File: src/rtl/rs_issue_stage_pkg.sv
// Types and constants for the reservation-station issue stage.
package rs_issue_stage_pkg;
  typedef enum logic [1:0] {
    ISSUE_IDLE,
    ISSUE_WAIT,
    ISSUE_READ,
    ISSUE_DONE
  } issue_state_e;

  localparam int ISSUE_REGISTERS = 128;
  localparam int ISSUE_TAG_W     = $clog2(ISSUE_REGISTERS);
endpackage

File: src/rtl/structs_pkg.sv
// Shared micro-op structures used across the out-of-order core.
package structs_pkg;
  localparam int PREG_TAG_W    = 7;
  localparam int BRANCH_MASK_W = 4;

  typedef struct packed {
    logic [7:0]               uop;
    logic [PREG_TAG_W-1:0]    rd;
    logic [PREG_TAG_W-1:0]    rs1;
    logic [PREG_TAG_W-1:0]    rs2;
    logic [PREG_TAG_W-1:0]    rs3;
    logic                     pending1;
    logic                     pending2;
    logic                     pending3;
    logic [BRANCH_MASK_W-1:0] branch_if;
  } reservation_entry2_t;
endpackage

File: src/rtl/rs_issue_lane.sv
// One issue lane: holds an entry until its sources wake up, reads the RF for one
// cycle, then offers it to the functional unit. Two cycles minimum accept-to-valid.
module rs_issue_lane
  import structs_pkg::*;
  import rs_issue_stage_pkg::*;
#(
  parameter int SEARCH_PORTS     = 4,
  parameter int TAG_W            = ISSUE_TAG_W,
  parameter int DATA_WIDTH       = 32,
  parameter int EXTRA_DATA_WIDTH = 4
) (
  input  logic                                   clk,
  input  logic                                   rst,
  input  logic                                   valid_in,
  output logic                                   ready_out,
  input  reservation_entry2_t                    data_in,
  input  logic [EXTRA_DATA_WIDTH-1:0]            extra_in,
  output logic                                   valid_out,
  input  logic                                   ready_in,
  output reservation_entry2_t                    data_out,
  output logic [EXTRA_DATA_WIDTH-1:0]            extra_out,
  output logic [2:0][DATA_WIDTH-1:0]             op_out,
  output logic [2:0][TAG_W-1:0]                  rf_addr,
  input  logic [2:0][DATA_WIDTH-1:0]             rf_data,
  input  logic [SEARCH_PORTS-1:0]                search_valid,
  input  logic [SEARCH_PORTS-1:0][TAG_W-1:0]     search_tags,
  input  logic                                   branch_resolved,
  input  logic                                   flush
);
  issue_state_e                  state_q;
  reservation_entry2_t           entry_q;
  logic [EXTRA_DATA_WIDTH-1:0]   extra_q;
  logic [2:0][DATA_WIDTH-1:0]    op_q;

  reservation_entry2_t in_entry_d;
  reservation_entry2_t held_entry_d;
  logic [2:0]          in_hit;
  logic [2:0]          held_hit;
  logic                accept;
  logic                kill_held;

  always_comb begin
    in_hit   = '0;
    held_hit = '0;
    for (int k = 0; k < SEARCH_PORTS; k++) begin
      if (search_valid[k]) begin
        if (search_tags[k] == data_in.rs1) in_hit[0] = 1'b1;
        if (search_tags[k] == data_in.rs2) in_hit[1] = 1'b1;
        if (search_tags[k] == data_in.rs3) in_hit[2] = 1'b1;
        if (search_tags[k] == entry_q.rs1) held_hit[0] = 1'b1;
        if (search_tags[k] == entry_q.rs2) held_hit[1] = 1'b1;
        if (search_tags[k] == entry_q.rs3) held_hit[2] = 1'b1;
      end
    end
  end

  // Wakeup and branch-mask ageing applied to both the incoming and held entry.
  always_comb begin
    in_entry_d           = data_in;
    in_entry_d.pending1  = data_in.pending1 & ~in_hit[0];
    in_entry_d.pending2  = data_in.pending2 & ~in_hit[1];
    in_entry_d.pending3  = data_in.pending3 & ~in_hit[2];
    if (branch_resolved) in_entry_d.branch_if = data_in.branch_if >> 1;

    held_entry_d          = entry_q;
    held_entry_d.pending1 = entry_q.pending1 & ~held_hit[0];
    held_entry_d.pending2 = entry_q.pending2 & ~held_hit[1];
    held_entry_d.pending3 = entry_q.pending3 & ~held_hit[2];
    if (branch_resolved) held_entry_d.branch_if = entry_q.branch_if >> 1;
  end

  assign ready_out = (state_q == ISSUE_IDLE) | ((state_q == ISSUE_DONE) & ready_in);
  assign accept    = valid_in & ready_out;
  assign kill_held = flush & (|entry_q.branch_if);
  assign valid_out = (state_q == ISSUE_DONE) & ~kill_held;
  assign data_out  = entry_q;
  assign extra_out = extra_q;
  assign op_out    = op_q;
  assign rf_addr   = (state_q == ISSUE_READ) ? {entry_q.rs3, entry_q.rs2, entry_q.rs1} : '0;

  always_ff @(posedge clk or posedge rst) begin
    if (rst) begin
      state_q <= ISSUE_IDLE;
      entry_q <= '0;
      extra_q <= '0;
      op_q    <= '0;
    end else if (accept) begin
      // A speculative entry arriving during a flush is handshaken but dropped.
      if (flush && (|data_in.branch_if)) begin
        state_q <= ISSUE_IDLE;
      end else begin
        entry_q <= in_entry_d;
        extra_q <= extra_in;
        state_q <= (in_entry_d.pending1 | in_entry_d.pending2 | in_entry_d.pending3)
                   ? ISSUE_WAIT : ISSUE_READ;
      end
    end else if ((state_q != ISSUE_IDLE) && kill_held) begin
      state_q <= ISSUE_IDLE;
    end else begin
      case (state_q)
        ISSUE_WAIT: begin
          entry_q <= held_entry_d;
          if (!(held_entry_d.pending1 | held_entry_d.pending2 | held_entry_d.pending3))
            state_q <= ISSUE_READ;
        end
        ISSUE_READ: begin
          entry_q <= held_entry_d;
          op_q    <= rf_data;
          state_q <= ISSUE_DONE;
        end
        ISSUE_DONE: begin
          entry_q <= held_entry_d;
          if (ready_in) state_q <= ISSUE_IDLE;
        end
        default: ;
      endcase
    end
  end
endmodule

File: src/rtl/rs_issue_stage.sv
// Issue stage between the reservation station pop ports and the functional units;
// one independent rs_issue_lane per pop port.
module rs_issue_stage
  import structs_pkg::*;
  import rs_issue_stage_pkg::*;
#(
  parameter int LANES            = 2,
  parameter int SEARCH_PORTS     = 4,
  parameter int REGISTERS        = ISSUE_REGISTERS,
  parameter int DATA_WIDTH       = 32,
  parameter int EXTRA_DATA_WIDTH = 4,
  localparam int TAG_W           = $clog2(REGISTERS)
) (
  input  logic                                        clk,
  input  logic                                        rst,
  input  logic [LANES-1:0]                            valid_in,
  output logic [LANES-1:0]                            ready_out,
  input  reservation_entry2_t [LANES-1:0]             data_in,
  input  logic [LANES-1:0][EXTRA_DATA_WIDTH-1:0]      extra_in,
  output logic [LANES-1:0]                            valid_out,
  input  logic [LANES-1:0]                            ready_in,
  output reservation_entry2_t [LANES-1:0]             data_out,
  output logic [LANES-1:0][EXTRA_DATA_WIDTH-1:0]      extra_out,
  output logic [LANES-1:0][2:0][DATA_WIDTH-1:0]       op_out,
  output logic [LANES-1:0][2:0][TAG_W-1:0]            rf_addr,
  input  logic [LANES-1:0][2:0][DATA_WIDTH-1:0]       rf_data,
  input  logic [SEARCH_PORTS-1:0]                     search_valid,
  input  logic [SEARCH_PORTS-1:0][TAG_W-1:0]          search_tags,
  input  logic                                        branch_resolved,
  input  logic                                        flush
);
  for (genvar g = 0; g < LANES; g++) begin : g_lane
    rs_issue_lane #(
      .SEARCH_PORTS     (SEARCH_PORTS),
      .TAG_W            (TAG_W),
      .DATA_WIDTH       (DATA_WIDTH),
      .EXTRA_DATA_WIDTH (EXTRA_DATA_WIDTH)
    ) u_lane (
      .clk             (clk),
      .rst             (rst),
      .valid_in        (valid_in[g]),
      .ready_out       (ready_out[g]),
      .data_in         (data_in[g]),
      .extra_in        (extra_in[g]),
      .valid_out       (valid_out[g]),
      .ready_in        (ready_in[g]),
      .data_out        (data_out[g]),
      .extra_out       (extra_out[g]),
      .op_out          (op_out[g]),
      .rf_addr         (rf_addr[g]),
      .rf_data         (rf_data[g]),
      .search_valid    (search_valid),
      .search_tags     (search_tags),
      .branch_resolved (branch_resolved),
      .flush           (flush)
    );
  end
endmodule

File: config.mk
export PLATFORM = sky130hd
export DESIGN_NAME = rs_issue_stage
export DESIGN_NICKNAME = d
export VERILOG_FILES = /design/src/rtl/rs_issue_stage_pkg.sv /design/src/rtl/structs_pkg.sv /design/src/rtl/rs_issue_lane.sv /design/src/rtl/rs_issue_stage.sv
export SDC_FILE = /design/constraint.sdc
export NUM_CORES = 1
export LEC_CHECK = 0
export ABC_AREA = 1
export BUFFER_PORTS_ARGS = -buffer_cell sky130_fd_sc_hd__buf_2
export CAP_MARGIN = 30
export CORE_ASPECT_RATIO = 1.75
export CORE_MARGIN = 10
export CORE_UTILIZATION = 28
export CTS_BUF_LIST = sky130_fd_sc_hd__clkbuf_8
export CTS_CLUSTER_SIZE = 8
export DETAILED_ROUTE_END_ITERATION = 7
export PLACE_DENSITY = 0.61
export SYNTH_ARGS = -nofsm -noshare
export SYNTH_HDL_FRONTEND = slang
export SYNTH_SLANG_ARGS = --single-unit
export TNS_END_PERCENT = 20
File: constraint.sdc
create_clock -name clk -period 11.1 [get_ports clk]
set_clock_uncertainty 0.1 [all_clocks]
set_input_delay 1.665 -clock clk [delete_from_list [all_inputs] [get_ports clk]]
set_output_delay 1.665 -clock clk [all_outputs]
set_load 0.01 [all_outputs]
==> results of run 1 <==
-- critical path, cell delays in order --
cell and delay, ns:
buf_2 0.13, o21ai_1 0.21, inv_1 0.19, nor2_1 0.18, buf_2 0.18
-- registers in the layout (all words and copies together), names as in the netlist --
name,count
g_lane.u_lane.data_out,86
g_lane.u_lane.extra_out,8
g_lane.u_lane.op_out,192
g_lane.u_lane.state_q,4
-- cells by family (layout without fill, tap and decap cells) --
kind of cell | Yosys count | after routing | synth area share
AND/OR/NAND/NOR | 1573 | 1573 | 0.361
flip-flops | 290 | 290 | 0.430
multiplexers | 96 | 96 | 0.0640
XOR/XNOR | 42 | 42 | 0.0218
AO/OA/AOI/OAI | 168 | 168 | 0.0537
other | 0 | 9 | 0
buffers and inverters | 270 | 896 | 0.0696
-- cell type report --
cell class | count | area share
clock inverter | 18 | 0.00804
sequential | 290 | 0.335
timing repair buffer | 664 | 0.155
tap | 786 | 0.0454
inverter | 158 | 0.0278
multi-input combinational | 1879 | 0.391
clock buffer | 56 | 0.0356
antenna | 9 | 0.00104
-- synth_stat cells, drive strengths merged --
| cell | count |
|---|---|
| inv | 147 |
| o211ai | 11 |
| a21boi | 1 |
| nor2 | 297 |
| nand3 | 42 |
| xor2 | 34 |
| buf | 86 |
| nand4 | 22 |
| clkbuf | 26 |
| a22oi | 1 |
| nor4 | 1 |
| clkinv | 11 |
| a21oi | 21 |
| a211oi | 1 |
| o31ai | 2 |
| o22ai | 2 |
| mux2 | 96 |
| xnor2 | 8 |
| dfrtp | 290 |
| nor3 | 21 |
| o21ai | 129 |
| nand2 | 1190 |
-- power groups by stage --
| stage | clock network [W] | registers (W) | logic [W] |
|---|---|---|---|
| finish | 0.00101 | 0.00200 | 0.00286 |
| global route | 0.00108 | 0.00207 | 0.00315 |
| CTS | 0.00104 | 0.00199 | 0.00288 |
| detailed placement | 0 | 0.00199 | 0.00289 |
| global placement | 0 | 0.00199 | 0.00286 |
| floorplan | 0 | 0.00215 | 0.00138 |
-- cell usage in the layout (no fill, tap or decap), types with 2 or more instances in the layout --
master and instances:
diode_2 9, o21ai_0 121, inv_1 143, o21ai_2 2
nand3_1 42, nand2_1 1183, nand2_4 5, clkinv_1 10
nand4_1 22, nor3_1 21, inv_8 3, nor2_8 2
o211ai_1 11, o21ai_1 5, xnor2_1 8, bufinv_16 3
buf_4 6, clkbuf_8 56, buf_2 657, nand2_2 2
a21oi_1 21, xor2_1 34, dfrtp_1 290, inv_2 11
o22ai_1 2, nor2_1 295, mux2_2 96, clkinv_2 4
-- per-stage QoR --
step,setup WS [ns],utilization,cell area [µm²]
finish,6.78,0.361,21600
global route,6.69,0.360,21600
CTS,6.68,0.360,21600
detailed placement,6.68,0.345,20700
global placement,6.65,0.344,20600
floorplan,1.33,-,16900
-- per-layer routing --
metal	wire length, µm	up-vias
met5	80	-
met4	5030	12
li1	-	8708
met1	32400	8803
met3	10400	325
met2	45000	1216
-- worst paths after layout --
| path | startpoint | end | slack [ns] |
|---|---|---|---|
| setup / recovery | flush | valid_out[0] | 6.78 |
| hold / removal | g_lane[1].u_lane.data_out[39] | g_lane[1].u_lane.data_out[39] | 0.37 |
| setup reg to reg | g_lane[1].u_lane.state_q[0] | g_lane[1].u_lane.op_out[11] | 7.76 |
| hold reg to reg | g_lane[1].u_lane.data_out[39] | g_lane[1].u_lane.data_out[39] | 0.37 |
| max in group asynchronous | rst | g_lane[0].u_lane.op_out[7] | 7.71 |
| min in group asynchronous | rst | g_lane[1].u_lane.op_out[43] | 1.04 |
==> run metrics, run 1 <==
CTS tree=yes; sequential share of the synthesized area=0.430; Yosys cell types=35; Clk pwr share=0.172; critical path class=in2out; cell taking the most area after synthesis=dfrtp_1; Final #Nets=3367; number of CTS-inserted buffers=48; fin crit share=0.390; Required @ worst endpoint=9.34 ns; final hold slack=0.365 ns; Slew @ Worst Pin=0.919 ns; arrival time worst endpoint=2.56 ns; clock sink count=290; Worst setup EP type=primary output; Clock Latency Late Sink=0.64 ns; worst hold path type=reg2reg; GR peak layer=met2; Int Pwr=0.00314 W; global route overflow=0; Seq pwr share=0.341; hold path depth=2; Detailed Route Iter0 Violations=1593; YS warnings=0; Rel. slew slack=0.387; P&R area growth vs syn=28.1%; H-tree levels=2; number of global-route vias before repair=18734; drt drc=0; post-DP HPWL=69500 µm; via/cell ratio=4.94; Register-to-Register Path Depth=10; unrepaired setup endpoints after global routing=no; fin. max-slew vios=0; Syn Area/Cell=6.93 µm²; Core Region=60000 µm²; Die Height=345 µm; Psw=0.00273 W; Tmin final=4.32 ns; Yosys top cell area share=0.430; width of the chip=206 µm; static leakage=12.1 nW; dpl cells=3777; power per cell area=271 nW/µm²; Synth area leaders=dfrtp_1 (43%), nand2_1 (26%), nor2_1 (6.6%); GRT met3 Usage=0.0865; IO buf count=657; Pwr Total=0.00587 W; synthesized instance count=2439; Avg WL per Cell=24.1 µm; met2 usage=0.424; Ports=658; initial antenna violation count=23; peak supply drop=188 µV; status=completed; Storage cell area=7260 µm²; Hold Vio Cnt, Final=0; fin cells=3860; TritonRoute pass-1 iters=6; Netlist Area Pre-Place=16900 µm²; footprint of the multi-input gates=8470 µm²; Starting Density=0.282; antenna viol nets, final=0; CTS Hold Bufs=0; Max Clk Rate=231 MHz; first-pass GRT wire length=131000 µm; TNS Setup=0 ns; Root Buffer=clkbuf_8; Comb power frac=0.487; row count=119; M1 GR Usage=0.275; crit-path max FO=4; Clock Tree Buf Depth=3; Worst-path clk slew=0.07 ns; Fill cells=6628; CP Launch Type=primary input; Die Area=70900 µm²; post_cts resized=0; setup violators final=0; gpl congestion=1.00; max-cap violations=0; Sw Ratio=0.465; syn_nets=2765; #FFs+latches synth=290; largest net degree at the start of global routing=114; Post-Route WL=93000 µm; total track usage=0.252; layout cells sized above 1=0.278; Post-CTS Setup Bufs=0; vias after detailed routing=19064
Power figures use the tool's default switching activity.
==> run 2: changes to the inputs <==
--- a/config.mk
+++ b/config.mk
@@ -5,7 +5,7 @@
 export SDC_FILE = /design/constraint.sdc
 export NUM_CORES = 1
 export LEC_CHECK = 0
-export ABC_AREA = 1
+export ABC_AREA = 0
 export BUFFER_PORTS_ARGS = -buffer_cell sky130_fd_sc_hd__buf_2
 export CAP_MARGIN = 30
 export CORE_ASPECT_RATIO = 1.75
==> constraint.sdc (replaced) <==
create_clock -name clk -period 4.3 [get_ports clk]
set_clock_uncertainty 0.1 [all_clocks]
set_input_delay 0.645 -clock clk [delete_from_list [all_inputs] [get_ports clk]]
set_output_delay 0.645 -clock clk [all_outputs]
set_load 0.01 [all_outputs]
==> run metrics, run 2 <==
commonest non-fill, non-tap cells in the layout=buf_2 (658), xnor2_1 (312), dfrtp_1 (290), mux2_2 (239), nand2_1 (136); final worst-path setup slack=1.21 ns; Buf/Inv on CP=3; largest net degree at the start of global routing=89; row count=116; layout cells sized above 1=0.492; GRT met3 Usage=0.0633; Hold Vio Cnt, Final=0; worst hold path type=in2reg; M1 GR Usage=0.200; Core Region=57000 µm²; FF-to-FF End=g_lane[1].u_lane.data_out[4]; Clk pwr share=0.174; Tmin final=3.09 ns; Fill cells=5703; slowest CP cell=nor2b_2; Die Area=67800 µm²; sequential share of the synthesized area=0.451; Final #Nets=2340; P&R area growth vs syn=28.4%; Pwr Total=0.0144 W; power per cell area=699 nW/µm²; fin. max-slew vios=0; Max Clk Rate=324 MHz; unrepaired setup endpoints after global routing=no; #FFs+latches synth=290; initial antenna violation count=17; Async SR Flop Fraction=1.00; syn_nets=1769; fin crit share=0.718; Clock Tree Buf Depth=3; Rel. slew slack=0.432; Worst-path clk slew=0.07 ns; pre-CTS setup slack=1.30 ns; Clock Latency Late Sink=0.67 ns; total track usage=0.193; number of CTS-inserted buffers=49; GR peak layer=met2; cell taking the most area after synthesis=dfrtp_1; Avg WL per Cell=24.5 µm; Simple-Gate Fraction of Synth Area=0.109; vias after detailed routing=13418; WP depth=5; synth cell count leaders=xnor2_1 (312), dfrtp_1 (290), mux2_2 (239), nand2_1 (137), nand4_1 (92); flop2flop setup slack=1.59 ns; Die Height=337 µm; first-pass GRT wire length=98400 µm; CTS tree=yes; YS warnings=0; final core occ=0.362; Root Buffer=clkbuf_8; Netlist Area Pre-Place=16100 µm²; via/cell ratio=4.75; gpl congestion=0.861; Seq pwr share=0.381; width of the chip=201 µm; most common cell in the netlist=xnor2_1; Compound-Gate Fraction of Synth Area=0.0262; largest family of logic cells by synthesized area=XOR/XNOR gates; Critical Path Start=g_lane[0].u_lane.state_q[1]; H-tree levels=2; Placed Area=19600 µm²; peak supply drop=405 µV; Register-to-Register Path Depth=6; TritonRoute pass-1 iters=5; synthesized instance count=1443; Sw Ratio=0.408; max-cap violations=0; arrival time worst endpoint=2.34 ns; mux contribution to synthesized area=0.169; clock sink count=290; global route overflow=0; Psw=0.00589 W; Synth Area in Adders=0; crit-path max FO=9; Int Pwr=0.00853 W; Starting Density=0.282; Post-synth EDFFs=0; post-DP HPWL=54600 µm; Ports=658; predominant post-synthesis flop cell=dfrtp_1; CP Cell Sequence=nor2b_2 -> buf_8 -> buf_4 -> and2_1 -> buf_2; Worst setup EP type=primary output; Yosys cell types=46; TNS Setup=0 ns; worst setup path endpoint=rf_addr[0]; IO buf count=657; status=completed; setup violators final=0; static leakage=9.48 nW; max incr delay on CP=0.54 ns; Post-Route WL=69200 µm; antenna viol nets, final=0; Detailed Route Iter0 Violations=668; Crit path max-delay family=simple AND/OR/NAND/NOR gates; critical path class=reg2out; Syn Area/Cell=11.1 µm²; met2 usage=0.348; commonest non-fill, non-tap cell in the layout=buf_2; Required @ worst endpoint=3.56 ns; XOR/XNOR Fraction of Synth Area=0.183; Slew @ Worst Pin=0.845 ns; Yosys top cell area share=0.451; number of global-route vias before repair=14407; drt drc=0; Synth area leaders=dfrtp_1 (45%), xnor2_1 (17%), mux2_2 (17%); CP Launch Type=flip-flop; Comb power frac=0.445; origin of the critical flop-to-flop path=g_lane[1].u_lane.state_q[1]; cell area after layout=20600 µm²; max FFs per register=192
run 2: worst reg2reg max path, cell delays in order, from the launching register on:
cell      delay (ns)
dfrtp_1         0.42
nand2b_1        0.25
nand3_1         0.51
and2_1          0.34
o32ai_1         0.39
buf_4           0.27
mux2_2          0.33
run 2: what timing repair did:
item	in CTS	in global routing
setup endpoints to repair	0	0
resized for setup	0	0
hold buffers	0	1
hold endpoints to repair	0	11
setup buffers	0	0
run 2: how the worst min path moves through the flow:
stage / end / slack [ns] / cells past startpoint / startpoint
after global routing: g_lane[1].u_lane.data_out[35] / 0.04 / 3 / data_in[78]
after global placement: g_lane[1].u_lane.data_out[32] / 0.35 / 2 / g_lane[1].u_lane.data_out[32]
after detailed placement: g_lane[1].u_lane.extra_out[2] / 0.36 / 2 / g_lane[1].u_lane.extra_out[2]
after floorplan: g_lane[1].u_lane.data_out[36] / 0.41 / 2 / g_lane[1].u_lane.data_out[36]
after CTS: g_lane[1].u_lane.data_out[35] / 0.01 / 3 / data_in[78]
final: g_lane[1].u_lane.extra_out[1] / 0.07 / 3 / extra_in[5]
run 2: kinds of logic after synthesis:
logic type	Yosys count
xor+xnor	336
buf+inv	166
flops	290
simple gates	353
mux	241
compound gates	57
run 2: metrics by stage:
step | hold WS (ns) | std cells
4_1_cts | 0.00967 | 2814
6_report | 0.0700 | 2824
5_1_grt | 0.0382 | 2822
3_3_place_gp | 0.352 | 2724
2_1_floorplan | 0.411 | 1443
3_5_place_dp | 0.357 | 2728
run 2: power by group through the flow:
stage	clock network (W)	logic (W)	registers, W
global route	0.00272	0.00691	0.00568
CTS	0.00262	0.00653	0.00550
detailed placement	0	0.00652	0.00553
floorplan	0	0.00364	0.00548
finish	0.00251	0.00641	0.00549
global placement	0	0.00636	0.00546
run 2: cell type report:
class / instances / area, µm² / share of cell area
multi-input combinational: 987 / 7870 / 0.381
sequential: 290 / 7260 / 0.352
timing repair buffer: 681 / 3550 / 0.172
tap: 767 / 960 / 0.0465
clock buffer: 61 / 840 / 0.0407
clock inverter: 25 / 129 / 0.00624
inverter: 5 / 22.5 / 0.00109
antenna: 8 / 20.0 / 0.000970
run 2: layer usage:
metal | up-vias | share of wire
met2 | 704 | 0.52
met3 | 161 | 0.087
met1 | 6602 | 0.36
li1 | 5947 | -
met4 | 4 | 0.038
met5 | - | 0.00027
